<file path="src/rtl/mem_arbiter2_pkg.sv">
// Shared constants for the two-master SRAM port arbiter: master indices and the
// layout of the 2-bit tag carried on the controller's mem_id / mem_readdataid.
package mem_arbiter2_pkg;

  localparam int unsigned N_MASTERS        = 2;
  localparam int unsigned M_CPU            = 0;
  localparam int unsigned M_DMA            = 1;
  localparam int unsigned MEMID_MASTER_BIT = 1;
  localparam int unsigned MEMID_TAG_BIT    = 0;

  typedef logic [1:0] mem_id_t;

  function automatic mem_id_t make_mem_id(input logic master, input logic tag);
    mem_id_t id;
    id                   = '0;
    id[MEMID_MASTER_BIT] = master;
    id[MEMID_TAG_BIT]    = tag;
    return id;
  endfunction

endpackage

</file>
<file path="src/rtl/mem_arbiter2_outst.sv">
// Per-master count of reads in flight: up on an accepted read, down on a return,
// saturating at zero; 'full' throttles further reads from that master.
module mem_arb_outst_ctr #(
  parameter int unsigned MAX_OUTST = 4,
  parameter int unsigned CNT_W     = $clog2(MAX_OUTST + 1)
) (
  input  logic             clk_i,
  input  logic             rst_ni,
  input  logic             inc_i,
  input  logic             dec_i,
  output logic [CNT_W-1:0] count_o,
  output logic             full_o
);

  logic [CNT_W-1:0] count_q;
  logic [CNT_W-1:0] count_d;

  always_comb begin
    count_d = count_q;
    if (inc_i && !dec_i) begin
      count_d = count_q + 1'b1;
    end else if (dec_i && !inc_i && count_q != '0) begin
      count_d = count_q - 1'b1;
    end
  end

  always_ff @(posedge clk_i or negedge rst_ni) begin
    if (!rst_ni) begin
      count_q <= '0;
    end else begin
      count_q <= count_d;
    end
  end

  assign count_o = count_q;
  assign full_o  = (count_q == MAX_OUTST[CNT_W-1:0]);

  // A return for a master with nothing in flight means the controller is out of step.
  a_no_underflow: assert property (@(posedge clk_i) disable iff (!rst_ni)
                                   !(dec_i && !inc_i && count_q == '0));

endmodule

</file>
<file path="src/rtl/mem_arbiter2.sv">
// Round-robin arbiter letting the CPU (master 0) and a DMA/video engine (master 1)
// share one pipelined SRAM controller port; read returns are routed by the mem_id tag.
module mem_arbiter2
  import mem_arbiter2_pkg::*;
#(
  parameter int unsigned MAX_OUTST = 4,
  parameter int unsigned M1_PRIO   = 0
) (
  input  logic        clk_i,
  input  logic        rst_ni,

  output logic        m0_waitrequest_o,
  input  logic        m0_id_i,
  input  logic [29:0] m0_address_i,
  input  logic        m0_read_i,
  input  logic        m0_write_i,
  input  logic [31:0] m0_writedata_i,
  input  logic [3:0]  m0_writedatamask_i,
  output logic [31:0] m0_readdata_o,
  output logic        m0_readdatavalid_o,
  output logic        m0_readdataid_o,

  output logic        m1_waitrequest_o,
  input  logic        m1_id_i,
  input  logic [29:0] m1_address_i,
  input  logic        m1_read_i,
  input  logic        m1_write_i,
  input  logic [31:0] m1_writedata_i,
  input  logic [3:0]  m1_writedatamask_i,
  output logic [31:0] m1_readdata_o,
  output logic        m1_readdatavalid_o,
  output logic        m1_readdataid_o,

  input  logic        mem_waitrequest_i,
  output logic [1:0]  mem_id_o,
  output logic [29:0] mem_address_o,
  output logic        mem_read_o,
  output logic        mem_write_o,
  output logic [31:0] mem_writedata_o,
  output logic [3:0]  mem_writedatamask_o,
  input  logic [31:0] mem_readdata_i,
  input  logic        mem_readdatavalid_i,
  input  logic [1:0]  mem_readdataid_i
);

  localparam int unsigned CNT_W = $clog2(MAX_OUTST + 1);

  logic        rd     [N_MASTERS];
  logic        wr     [N_MASTERS];
  logic        tag    [N_MASTERS];
  logic [29:0] addr   [N_MASTERS];
  logic [31:0] wdata  [N_MASTERS];
  logic [3:0]  wmask  [N_MASTERS];
  logic [CNT_W-1:0] outst [N_MASTERS];

  logic [N_MASTERS-1:0] full;
  logic [N_MASTERS-1:0] eligible;
  logic [N_MASTERS-1:0] inc;
  logic [N_MASTERS-1:0] dec;
  logic [N_MASTERS-1:0] wait_v;
  logic [N_MASTERS-1:0] rdv_v;

  logic grant_q, grant_d;
  logic lock_q,  lock_d;
  logic last_q,  last_d;
  logic grant_c;
  logic gnt_valid;
  logic accept;

  assign rd[M_CPU]    = m0_read_i;
  assign wr[M_CPU]    = m0_write_i;
  assign tag[M_CPU]   = m0_id_i;
  assign addr[M_CPU]  = m0_address_i;
  assign wdata[M_CPU] = m0_writedata_i;
  assign wmask[M_CPU] = m0_writedatamask_i;
  assign rd[M_DMA]    = m1_read_i;
  assign wr[M_DMA]    = m1_write_i;
  assign tag[M_DMA]   = m1_id_i;
  assign addr[M_DMA]  = m1_address_i;
  assign wdata[M_DMA] = m1_writedata_i;
  assign wmask[M_DMA] = m1_writedatamask_i;

  genvar gi;
  generate
    for (gi = 0; gi < N_MASTERS; gi++) begin : gen_master
      // A master at its read limit still gets its writes through.
      assign eligible[gi] = wr[gi] | (rd[gi] & ~full[gi]);
      assign inc[gi]      = accept & rd[grant_c] & (grant_c == 1'(gi));
      assign dec[gi]      = mem_readdatavalid_i & (mem_readdataid_i[MEMID_MASTER_BIT] == 1'(gi));
      assign wait_v[gi]   = ~(gnt_valid & (grant_c == 1'(gi))) | mem_waitrequest_i;
      assign rdv_v[gi]    = rst_ni & dec[gi];

      mem_arb_outst_ctr #(
        .MAX_OUTST (MAX_OUTST),
        .CNT_W     (CNT_W)
      ) u_ctr (
        .clk_i   (clk_i),
        .rst_ni  (rst_ni),
        .inc_i   (inc[gi]),
        .dec_i   (dec[gi]),
        .count_o (outst[gi]),
        .full_o  (full[gi])
      );
    end
  endgenerate

  always_comb begin
    grant_c = grant_q;
    if (!lock_q) begin
      if (eligible[M_CPU] && eligible[M_DMA]) begin
        grant_c = (M1_PRIO != 0) ? 1'b1 : ~last_q;
      end else if (eligible[M_DMA]) begin
        grant_c = 1'b1;
      end else if (eligible[M_CPU]) begin
        grant_c = 1'b0;
      end
    end
  end

  // Outputs are forced idle while rst_n is low, independent of the clock.
  assign gnt_valid = rst_ni & eligible[grant_c];
  assign accept    = gnt_valid & ~mem_waitrequest_i;

  always_comb begin
    grant_d = grant_q;
    lock_d  = lock_q;
    last_d  = last_q;
    if (gnt_valid) begin
      grant_d = grant_c;
      lock_d  = mem_waitrequest_i;
      if (!mem_waitrequest_i) begin
        last_d = grant_c;
      end
    end
  end

  always_ff @(posedge clk_i or negedge rst_ni) begin
    if (!rst_ni) begin
      grant_q <= 1'b0;
      lock_q  <= 1'b0;
      last_q  <= 1'b1;
    end else begin
      grant_q <= grant_d;
      lock_q  <= lock_d;
      last_q  <= last_d;
    end
  end

  assign mem_read_o          = gnt_valid & rd[grant_c];
  assign mem_write_o         = gnt_valid & wr[grant_c];
  assign mem_id_o            = make_mem_id(grant_c, tag[grant_c]);
  assign mem_address_o       = addr[grant_c];
  assign mem_writedata_o     = wdata[grant_c];
  assign mem_writedatamask_o = wmask[grant_c];

  assign m0_waitrequest_o   = wait_v[M_CPU];
  assign m1_waitrequest_o   = wait_v[M_DMA];
  assign m0_readdatavalid_o = rdv_v[M_CPU];
  assign m1_readdatavalid_o = rdv_v[M_DMA];
  assign m0_readdataid_o    = mem_readdataid_i[MEMID_TAG_BIT];
  assign m1_readdataid_o    = mem_readdataid_i[MEMID_TAG_BIT];
  assign m0_readdata_o      = mem_readdata_i;
  assign m1_readdata_o      = mem_readdata_i;

endmodule

</file>
<file path="config.mk">
export PLATFORM = sky130hd
export DESIGN_NAME = mem_arbiter2
export DESIGN_NICKNAME = d
export VERILOG_FILES = /design/src/rtl/mem_arbiter2_pkg.sv /design/src/rtl/mem_arbiter2_outst.sv /design/src/rtl/mem_arbiter2.sv
export SDC_FILE = /design/constraint.sdc
export NUM_CORES = 1
export LEC_CHECK = 0
export CORE_AREA = 2 2 122 124
export CTS_CLUSTER_SIZE = 25
export DETAILED_ROUTE_END_ITERATION = 12
export DIE_AREA = 0 0 124 126
export GPL_TIMING_DRIVEN = 0
export PLACE_DENSITY_LB_ADDON = 0.3
export SLEW_MARGIN = 10
export SYNTH_ARGS = -nofsm -noshare
export SYNTH_HDL_FRONTEND = slang
export SYNTH_HIERARCHICAL = 1
export SYNTH_SLANG_ARGS = --single-unit
</file>
<file path="constraint.sdc">
create_clock -name clk_i -period 2.66 [get_ports clk_i]
set_input_delay 0.399 -clock clk_i [delete_from_list [all_inputs] [get_ports clk_i]]
set_output_delay 0.399 -clock clk_i [all_outputs]
set_load 0.05 [all_outputs]
</file>
==> run_summary.xml, run 1 <==
<?xml version="1.0" encoding="UTF-8"?>
<metrics>
  <group name="status">
    <metric name="status" unit="">finished, violations left</metric>
    <metric name="violated_checks" unit="">negative setup slack</metric>
  </group>
  <group name="cts">
    <metric name="cts.clk_slew.worst_paths" unit="ns">0.04</metric>
    <metric name="clock_tree.htree_level_count" unit="">1</metric>
    <metric name="tritoncts" unit="">yes</metric>
    <metric name="cts_hold_repair.buffers" unit="">0</metric>
    <metric name="cts_num_sinks" unit="">9</metric>
    <metric name="worstSkewPairLatency" unit="ns">0.24</metric>
    <metric name="cts_max_path_buffers" unit="">2</metric>
    <metric name="cts_made_buffers" unit="">3</metric>
    <metric name="cts_root_buffer" unit="">sky130_fd_sc_hd__clkbuf_16</metric>
  </group>
  <group name="critical_path">
    <metric name="endpoint_kind" unit="">primary output</metric>
    <metric name="path_class" unit="">register to primary output</metric>
    <metric name="cp_max_fo" unit="">5</metric>
    <metric name="required_time_at_the_worst_slack_endpoint" unit="ns">2.26</metric>
    <metric name="critPathLaunchType" unit="">register</metric>
    <metric name="critical_path_arrival" unit="ns">2.32</metric>
  </group>
  <group name="grt">
    <metric name="maximum_number_of_pins_on_one_net_before_global_route_repair" unit="">18</metric>
    <metric name="number_of_global_route_vias_before_repair" unit="">2966</metric>
    <metric name="grt_pass1_wl" unit="um">15000</metric>
    <metric name="grt_antenna_before_repair" unit="">0</metric>
    <metric name="grt_overflow" unit="">0</metric>
    <metric name="grtUsageTotal" unit="">0.123</metric>
  </group>
  <group name="power_and_ir_drop">
    <metric name="power.switching" unit="mW">2.83</metric>
    <metric name="power.combinational.fraction" unit="">0.898</metric>
    <metric name="power_after_layout" unit="mW">5.52</metric>
    <metric name="share_clk_of_total_power" unit="">0.049</metric>
    <metric name="power.density_cell_area" unit="mW/mm^2">954</metric>
    <metric name="max-vdd-ir-drop" unit="V">0.000521</metric>
    <metric name="cell_internal_pwr" unit="mW">2.69</metric>
    <metric name="cellLeakagePower" unit="nW">2.54</metric>
    <metric name="sw_frac_of_total" unit="">0.513</metric>
    <metric name="power_frac_seq" unit="">0.054</metric>
  </group>
  <group name="floorplanning">
    <metric name="coreArea" unit="sq mm">0.0143</metric>
    <metric name="die_x" unit="um">124</metric>
    <metric name="dieArea" unit="sq mm">0.0156</metric>
    <metric name="placement_rows" unit="">44</metric>
    <metric name="initial_core_util" unit="">0.151</metric>
    <metric name="num_io_pins" unit="">316</metric>
    <metric name="die-height" unit="um">126</metric>
  </group>
  <group name="placement">
    <metric name="dp.final_hpwl" unit="um">9000</metric>
    <metric name="gp_congestion" unit="">0.745</metric>
    <metric name="placedCellCount" unit="">694</metric>
    <metric name="pre_cts_slack" unit="ns">-0.832</metric>
    <metric name="placed_area" unit="sq mm">0.00527</metric>
    <metric name="io_buffers" unit="">282</metric>
  </group>
  <group name="timing">
    <metric name="slew_viol_final" unit="">0</metric>
    <metric name="setup_repair_after_global_routing_missed_its_margin" unit="">true</metric>
    <metric name="min_period_over_period" unit="">1.02</metric>
    <metric name="fmax" unit="GHz">0.368</metric>
    <metric name="totalNegativeSetupSlack" unit="ns">-1.80</metric>
    <metric name="final_hold_viol_count" unit="">0</metric>
    <metric name="final-setup-viol-count" unit="">54</metric>
    <metric name="final.min_clock_period" unit="ns">2.72</metric>
    <metric name="hold_slack" unit="ns">0.162</metric>
    <metric name="slew_of_the_pin_with_the_lowest_slew_margin" unit="ns">0.517</metric>
    <metric name="fin_ws" unit="ns">-0.0558</metric>
    <metric name="timing.max_slew.rel_slack" unit="">0.655</metric>
    <metric name="clock_skew" unit="ns">0.00213</metric>
  </group>
  <group name="detailed_routing">
    <metric name="drt_drc_violations_left" unit="">0</metric>
    <metric name="routedWlPerCell" unit="um">15.1</metric>
    <metric name="remaining_number_of_nets_flagged_by_the_antenna_check_after_routing" unit="">0</metric>
    <metric name="detail_route.first_pass.iterations" unit="">4</metric>
    <metric name="drt-initial-drc-count" unit="">61</metric>
    <metric name="postRouteWirelength" unit="um">10900</metric>
    <metric name="via_count" unit="">2822</metric>
    <metric name="routed_via_density" unit="">3.90</metric>
  </group>
  <group name="synthesis">
    <metric name="synthesis.nets" unit="">406</metric>
    <metric name="synthesized_instance_count" unit="">228</metric>
    <metric name="synth.top_cells.by_area" unit="">sky130_fd_sc_hd__mux2_2, sky130_fd_sc_hd__buf_4, sky130_fd_sc_hd__mux2_4, sky130_fd_sc_hd__dfrtp_1, sky130_fd_sc_hd__nand2b_4</metric>
    <metric name="post_synth.cell_area_avg" unit="sq um">9.49</metric>
    <metric name="count_of_flip_flops_with_a_built_in_enable_after_synthesis" unit="">0</metric>
    <metric name="synth-async-reset-ratio" unit="">1.00</metric>
    <metric name="synth_seq_area_share" unit="">0.105</metric>
    <metric name="yosys.cell_types.count" unit="">34</metric>
    <metric name="synth_seq_cells" unit="">9</metric>
    <metric name="area_of_the_mapped_netlist" unit="sq mm">0.00216</metric>
    <metric name="flip_flop_cell_with_the_highest_count_after_synthesis" unit="">sky130_fd_sc_hd__dfrtp_1</metric>
    <metric name="yosysTopAreaCell" unit="">sky130_fd_sc_hd__mux2_2</metric>
    <metric name="yosys.area.top_type_share" unit="">0.250</metric>
    <metric name="count_of_warnings_emitted_by_yosys" unit="">6</metric>
  </group>
  <group name="finish">
    <metric name="nets" unit="">718</metric>
    <metric name="diodes" unit="">0</metric>
    <metric name="mostFrequentLayoutCells" unit="">sky130_fd_sc_hd__clkdlybuf4s50_1, sky130_fd_sc_hd__buf_4, sky130_fd_sc_hd__buf_6</metric>
    <metric name="finalCoreUtilization" unit="">0.404</metric>
    <metric name="growth_of_design_area_from_synthesis_to_finish" unit="%">167</metric>
    <metric name="layout-drive-gt1-share" unit="">0.508</metric>
    <metric name="final_common_cell" unit="">sky130_fd_sc_hd__clkdlybuf4s50_1</metric>
    <metric name="n_fill_cell" unit="">1384</metric>
    <metric name="finish.cell_count_without_fillers" unit="">723</metric>
    <metric name="summed_area_of_non_filler_cells_in_the_final_layout" unit="sq mm">0.00578</metric>
  </group>
  <group name="worst_hold_path">
    <metric name="worstHoldPathType" unit="">input port to asynchronous set/reset pin</metric>
  </group>
  <group name="run">
    <metric name="number_of_maximum_capacitance_violations" unit="">0</metric>
  </group>
</metrics>
cell families (layout without fill, tap and decap cells):
family                     count (synthesis)  in the layout  share of synthesized area
buffers and inverters                     79            390                      0.274
muxes                                     72             72                      0.407
and+or+nand+nor                           39             39                      0.105
AOI/OAI and AO/OA                         27             27                     0.0913
DFF                                        9              9                      0.105
adders and majority gates                  2              2                     0.0185
final cells by class:
cell class / instances / area [sq um] / area share
inverters: 5 / 23.8 / 0.00411
multi-input cells: 140 / 1470 / 0.254
repair buffers: 308 / 3150 / 0.545
clock buffers: 4 / 78.8 / 0.0136
flip-flops and latches: 9 / 228 / 0.0394
well taps: 184 / 230 / 0.0398
plain buffers: 73 / 599 / 0.104
synth_stat cells (4+ instances only):
cell                       count
sky130_fd_sc_hd__o21ai_0       4
sky130_fd_sc_hd__dfrtp_1       8
sky130_fd_sc_hd__a22oi_1       4
sky130_fd_sc_hd__nor2_1       11
sky130_fd_sc_hd__a21oi_1       7
sky130_fd_sc_hd__nand2_1       7
sky130_fd_sc_hd__mux2_2       48
sky130_fd_sc_hd__o211ai_1      4
sky130_fd_sc_hd__mux2i_1       4
sky130_fd_sc_hd__mux2_4       20
sky130_fd_sc_hd__buf_4        71
routing by layer:
| metal | up-vias | share of wire | global-route usage |
|---|---|---|---|
| met5 | - | 0 | 0 |
| met4 | 0 | 0.0038 | 0.0119 |
| met3 | 7 | 0.10 | 0.0294 |
| met2 | 187 | 0.55 | 0.251 |
| met1 | 1278 | 0.34 | 0.126 |
| li1 | 1350 | - | - |
flip-flops by register name (all words and copies together) (netlist names):
| signal | count |
|---|---|
| gen_master.u_ctr/count_o | 6 |
| grant_q | 1 |
| last_q | 1 |
| lock_q | 1 |
worst max-delay path, stage by stage (launching register included):
cell and delay [ns]:
sky130_fd_sc_hd__dfrtp_1 0.40, sky130_fd_sc_hd__and2_4 0.17, sky130_fd_sc_hd__and2b_1 0.22, sky130_fd_sc_hd__nor2_2 0.06
sky130_fd_sc_hd__o32ai_4 0.37, sky130_fd_sc_hd__buf_6 0.21, sky130_fd_sc_hd__buf_4 0.13, sky130_fd_sc_hd__mux2_2 0.33
sky130_fd_sc_hd__buf_6 0.16
power by group through the flow:
stage / registers, mW / logic (mW) / clock network (mW)
6_report: 0.296 / 4.95 / 0.269
5_1_grt: 0.305 / 5.19 / 0.282
4_1_cts: 0.283 / 4.74 / 0.274
3_5_place_dp: 0.311 / 4.25 / 0
3_3_place_gp: 0.302 / 4.24 / 0
2_1_floorplan: 0.290 / 2.99 / 0
final timing paths:
kind	startpoint	end	slack (ns)	depth (start not counted)
max in group asynchronous	rst_ni	last_q	2.19	1
min in group clk_i	gen_master[0].u_ctr/count_o[2]	gen_master[0].u_ctr/count_o[2]	0.54	1
max	gen_master[0].u_ctr/count_o[2]	mem_writedatamask_o[2]	-0.06	8
min reg2reg	gen_master[0].u_ctr/count_o[2]	gen_master[0].u_ctr/count_o[2]	0.54	1
max reg2reg	gen_master[0].u_ctr/count_o[0]	gen_master[1].u_ctr/count_o[2]	-0.04	13
min	rst_ni	gen_master[0].u_ctr/count_o[1]	0.16	1
repair_timing:
action                     in CTS  in global routing
pin swaps                       9                  8
setup endpoints to repair      78                 76
buffers inserted               16                 10
gates cloned                    1                  1
resized for setup             509                 44
Power figures use the tool's default switching activity.
==> inputs of run 2 (changes only) <==
==> constraint.sdc (replaced) <==
create_clock -name clk_i -period 2.66 [get_ports clk_i]
set_input_delay 0.665 -clock clk_i [delete_from_list [all_inputs] [get_ports clk_i]]
set_output_delay 0.665 -clock clk_i [all_outputs]
set_load 0.05 [all_outputs]
==> run 2 against run 1 <==
  * The flow still finishes with violations (negative setup slack)
  * Total power rose by 20%
  * Largest cell class unchanged
  * Maximum frequency fell by 13%
  * Final cell count rose by 3.6%
  * Largest power group unchanged
  * Worst hold slack improved by 0.17 ns
  * Via count rose by 1.8%
  * Critical path type unchanged
==> run_summary.xml, run 2 (same netlist as run 1, synthesis figures left out) <==
<?xml version="1.0" encoding="UTF-8"?>
<metrics>
  <group name="timing">
    <metric name="fmax" unit="GHz">0.321</metric>
    <metric name="final-setup-viol-count" unit="">72</metric>
    <metric name="fin_ws" unit="ns">-0.455</metric>
    <metric name="hold_slack" unit="ns">0.335</metric>
    <metric name="slew_of_the_pin_with_the_lowest_slew_margin" unit="ns">0.531</metric>
    <metric name="timing.max_slew.rel_slack" unit="">0.645</metric>
    <metric name="clock_skew" unit="ns">0.000861</metric>
    <metric name="final.min_clock_period" unit="ns">3.12</metric>
    <metric name="final_hold_viol_count" unit="">0</metric>
    <metric name="slew_viol_final" unit="">0</metric>
    <metric name="setup_repair_after_global_routing_missed_its_margin" unit="">true</metric>
    <metric name="min_period_over_period" unit="">1.17</metric>
  </group>
  <group name="cts">
    <metric name="cts_hold_repair.buffers" unit="">0</metric>
    <metric name="clock_tree.htree_level_count" unit="">1</metric>
    <metric name="tritoncts" unit="">yes</metric>
    <metric name="cts_made_buffers" unit="">3</metric>
    <metric name="cts_root_buffer" unit="">sky130_fd_sc_hd__clkbuf_16</metric>
    <metric name="cts_num_sinks" unit="">9</metric>
    <metric name="cts.clk_slew.worst_paths" unit="ns">0.04</metric>
    <metric name="worstSkewPairLatency" unit="ns">0.23</metric>
    <metric name="cts_max_path_buffers" unit="">2</metric>
  </group>
  <group name="grt">
    <metric name="grt_overflow" unit="">0</metric>
    <metric name="grt_pass1_wl" unit="um">16100</metric>
    <metric name="number_of_global_route_vias_before_repair" unit="">3128</metric>
    <metric name="grt_antenna_before_repair" unit="">1</metric>
    <metric name="maximum_number_of_pins_on_one_net_before_global_route_repair" unit="">18</metric>
    <metric name="grtUsageTotal" unit="">0.129</metric>
  </group>
  <group name="critical_path">
    <metric name="endpoint_kind" unit="">primary output</metric>
    <metric name="required_time_at_the_worst_slack_endpoint" unit="ns">2.00</metric>
    <metric name="critical_path_arrival" unit="ns">2.45</metric>
    <metric name="endpoint" unit="">mem_writedata_o[6]</metric>
    <metric name="cp_max_fo" unit="">3</metric>
    <metric name="timing.critical_path.from" unit="">gen_master[0].u_ctr/count_o[0]</metric>
    <metric name="worst_r2r_endpoint" unit="">gen_master[1].u_ctr/count_o[2]</metric>
    <metric name="worst-r2r-setup-slack" unit="ns">-0.15</metric>
    <metric name="reg2reg_from" unit="">gen_master[0].u_ctr/count_o[0]</metric>
    <metric name="reg2regPathDepth" unit="">14</metric>
    <metric name="path_class" unit="">register to primary output</metric>
    <metric name="critPathLaunchType" unit="">register</metric>
  </group>
  <group name="detailed_routing">
    <metric name="wl_met1" unit="um">3950</metric>
    <metric name="wl_met3" unit="um">1010</metric>
    <metric name="routedWlPerCell" unit="um">14.8</metric>
    <metric name="via_count" unit="">2872</metric>
    <metric name="dr.max_layer_used" unit="">met5</metric>
    <metric name="drt-initial-drc-count" unit="">37</metric>
    <metric name="routed_via_density" unit="">3.83</metric>
    <metric name="postRouteWirelength" unit="um">11100</metric>
    <metric name="drt_drc_violations_left" unit="">0</metric>
    <metric name="detail_route.first_pass.iterations" unit="">4</metric>
    <metric name="met2WireLength" unit="um">6140</metric>
    <metric name="remaining_number_of_nets_flagged_by_the_antenna_check_after_routing" unit="">0</metric>
  </group>
  <group name="status">
    <metric name="violated_checks" unit="">negative setup slack</metric>
    <metric name="status" unit="">finished, violations left</metric>
  </group>
  <group name="finish">
    <metric name="growth_of_design_area_from_synthesis_to_finish" unit="%">196</metric>
    <metric name="final_common_cell" unit="">sky130_fd_sc_hd__clkdlybuf4s50_1</metric>
    <metric name="diodes" unit="">0</metric>
    <metric name="area.sequential" unit="sq um">229</metric>
    <metric name="multiInputGateArea" unit="sq mm">0.00161</metric>
    <metric name="mostFrequentLayoutCells" unit="">sky130_fd_sc_hd__clkdlybuf4s50_1, sky130_fd_sc_hd__buf_4, sky130_fd_sc_hd__mux2_4</metric>
    <metric name="n_fill_cell" unit="">1360</metric>
    <metric name="finalCoreUtilization" unit="">0.448</metric>
    <metric name="finish.cell_count_without_fillers" unit="">749</metric>
    <metric name="largest_reg_flops" unit="">6</metric>
    <metric name="nets" unit="">744</metric>
    <metric name="summed_area_of_non_filler_cells_in_the_final_layout" unit="sq mm">0.00642</metric>
    <metric name="layout-drive-gt1-share" unit="">0.540</metric>
  </group>
  <group name="placement">
    <metric name="gp_congestion" unit="">0.778</metric>
    <metric name="placed_area" unit="sq mm">0.00529</metric>
    <metric name="placedCellCount" unit="">694</metric>
    <metric name="dp.final_hpwl" unit="um">8750</metric>
    <metric name="io_buffers" unit="">282</metric>
  </group>
  <group name="floorplanning">
    <metric name="initial_core_util" unit="">0.151</metric>
    <metric name="num_io_pins" unit="">316</metric>
    <metric name="die-height" unit="um">126</metric>
    <metric name="coreArea" unit="sq mm">0.0143</metric>
    <metric name="die_x" unit="um">124</metric>
    <metric name="dieArea" unit="sq mm">0.0156</metric>
    <metric name="placement_rows" unit="">44</metric>
  </group>
  <group name="power_and_ir_drop">
    <metric name="cellLeakagePower" unit="nW">2.90</metric>
    <metric name="max-vdd-ir-drop" unit="V">0.000690</metric>
    <metric name="power.density_cell_area" unit="mW/mm^2">1030</metric>
  </group>
  <group name="worst_hold_path">
    <metric name="worstHoldPathType" unit="">input port to asynchronous set/reset pin</metric>
  </group>
  <group name="run">
    <metric name="number_of_maximum_capacitance_violations" unit="">0</metric>
  </group>
</metrics>
[run 2: cell count changes in the layout (fill, tap and decap cells not counted), moves of 3 or more]
cell,previous run,this run
sky130_fd_sc_hd__mux2_4,32,59
sky130_fd_sc_hd__buf_12,3,6
sky130_fd_sc_hd__buf_16,0,5
sky130_fd_sc_hd__clkdlybuf4s50_1,207,203
sky130_fd_sc_hd__buf_6,60,45
sky130_fd_sc_hd__buf_2,1,5
sky130_fd_sc_hd__buf_8,14,45
sky130_fd_sc_hd__mux2_2,36,9
sky130_fd_sc_hd__buf_4,91,95
[run 2: metal layers]
layer,vias up,track usage
met3,2,0.0313
met1,1302,0.140
met5,-,0
met4,2,0.00793
li1,1404,-
met2,162,0.258
[run 2: critical path, cell delays in order, from the launching register on]
cell and delay, ns:
sky130_fd_sc_hd__dfrtp_2 0.42, sky130_fd_sc_hd__nor2_4 0.12, sky130_fd_sc_hd__and2_4 0.14, sky130_fd_sc_hd__and2b_1 0.19, sky130_fd_sc_hd__nor2_2 0.15, sky130_fd_sc_hd__o32ai_4 0.11
sky130_fd_sc_hd__buf_6 0.14, sky130_fd_sc_hd__buf_6 0.12, sky130_fd_sc_hd__buf_12 0.13, sky130_fd_sc_hd__buf_8 0.12, sky130_fd_sc_hd__buf_6 0.11, sky130_fd_sc_hd__mux2_4 0.31
sky130_fd_sc_hd__buf_8 0.15
[run 2: per-stage QoR]
stage,power (mW),setup TNS [ns],setup slack (ns)
final,6.62,-21.77,-0.455
after global placement,4.55,-98.35,-1.41
after CTS,6.61,-27.75,-0.587
after detailed placement,4.57,-99.78,-1.42
after floorplan,3.30,-0.0166,-0.00832
after global routing,6.90,-28.98,-0.538
[run 2: worst min path at each step]
stage                                              start                        endpoint  slack [ns]  cells past startpoint
after floorplan                                   rst_ni  gen_master[0].u_ctr/count_o[0]        0.37                      0
final                                             rst_ni  gen_master[0].u_ctr/count_o[0]        0.34                      1
after global placement    gen_master[1].u_ctr/count_o[2]  gen_master[1].u_ctr/count_o[2]        0.52                      1
after detailed placement  gen_master[1].u_ctr/count_o[2]  gen_master[1].u_ctr/count_o[2]        0.53                      1
after CTS                                         rst_ni  gen_master[0].u_ctr/count_o[1]        0.34                      1
after global routing                              rst_ni  gen_master[0].u_ctr/count_o[0]        0.35                      1
[run 2: repair_timing]
item,4_1_cts,5_1_grt
resized for setup,624,33
pin swaps,5,4
setup buffers,42,7
setup endpoints to repair,80,76
gates cloned,7,0
[run 2: cell type report]
| class | instances | area share |
|---|---|---|
| inverter | 5 | 0.00468 |
| timing repair buffer | 334 | 0.566 |
| clock buffer | 4 | 0.0123 |
| tap | 184 | 0.0359 |
| multi-input combinational | 140 | 0.251 |
| buffer | 73 | 0.0940 |
| sequential | 9 | 0.0357 |
[run 2: where the power goes]
part           leakage, nW  internal [mW]  switching (mW)
Combinational         2.76           3.13            2.92
Clock               0.0382          0.200          0.0662
Sequential          0.0999          0.214          0.0901
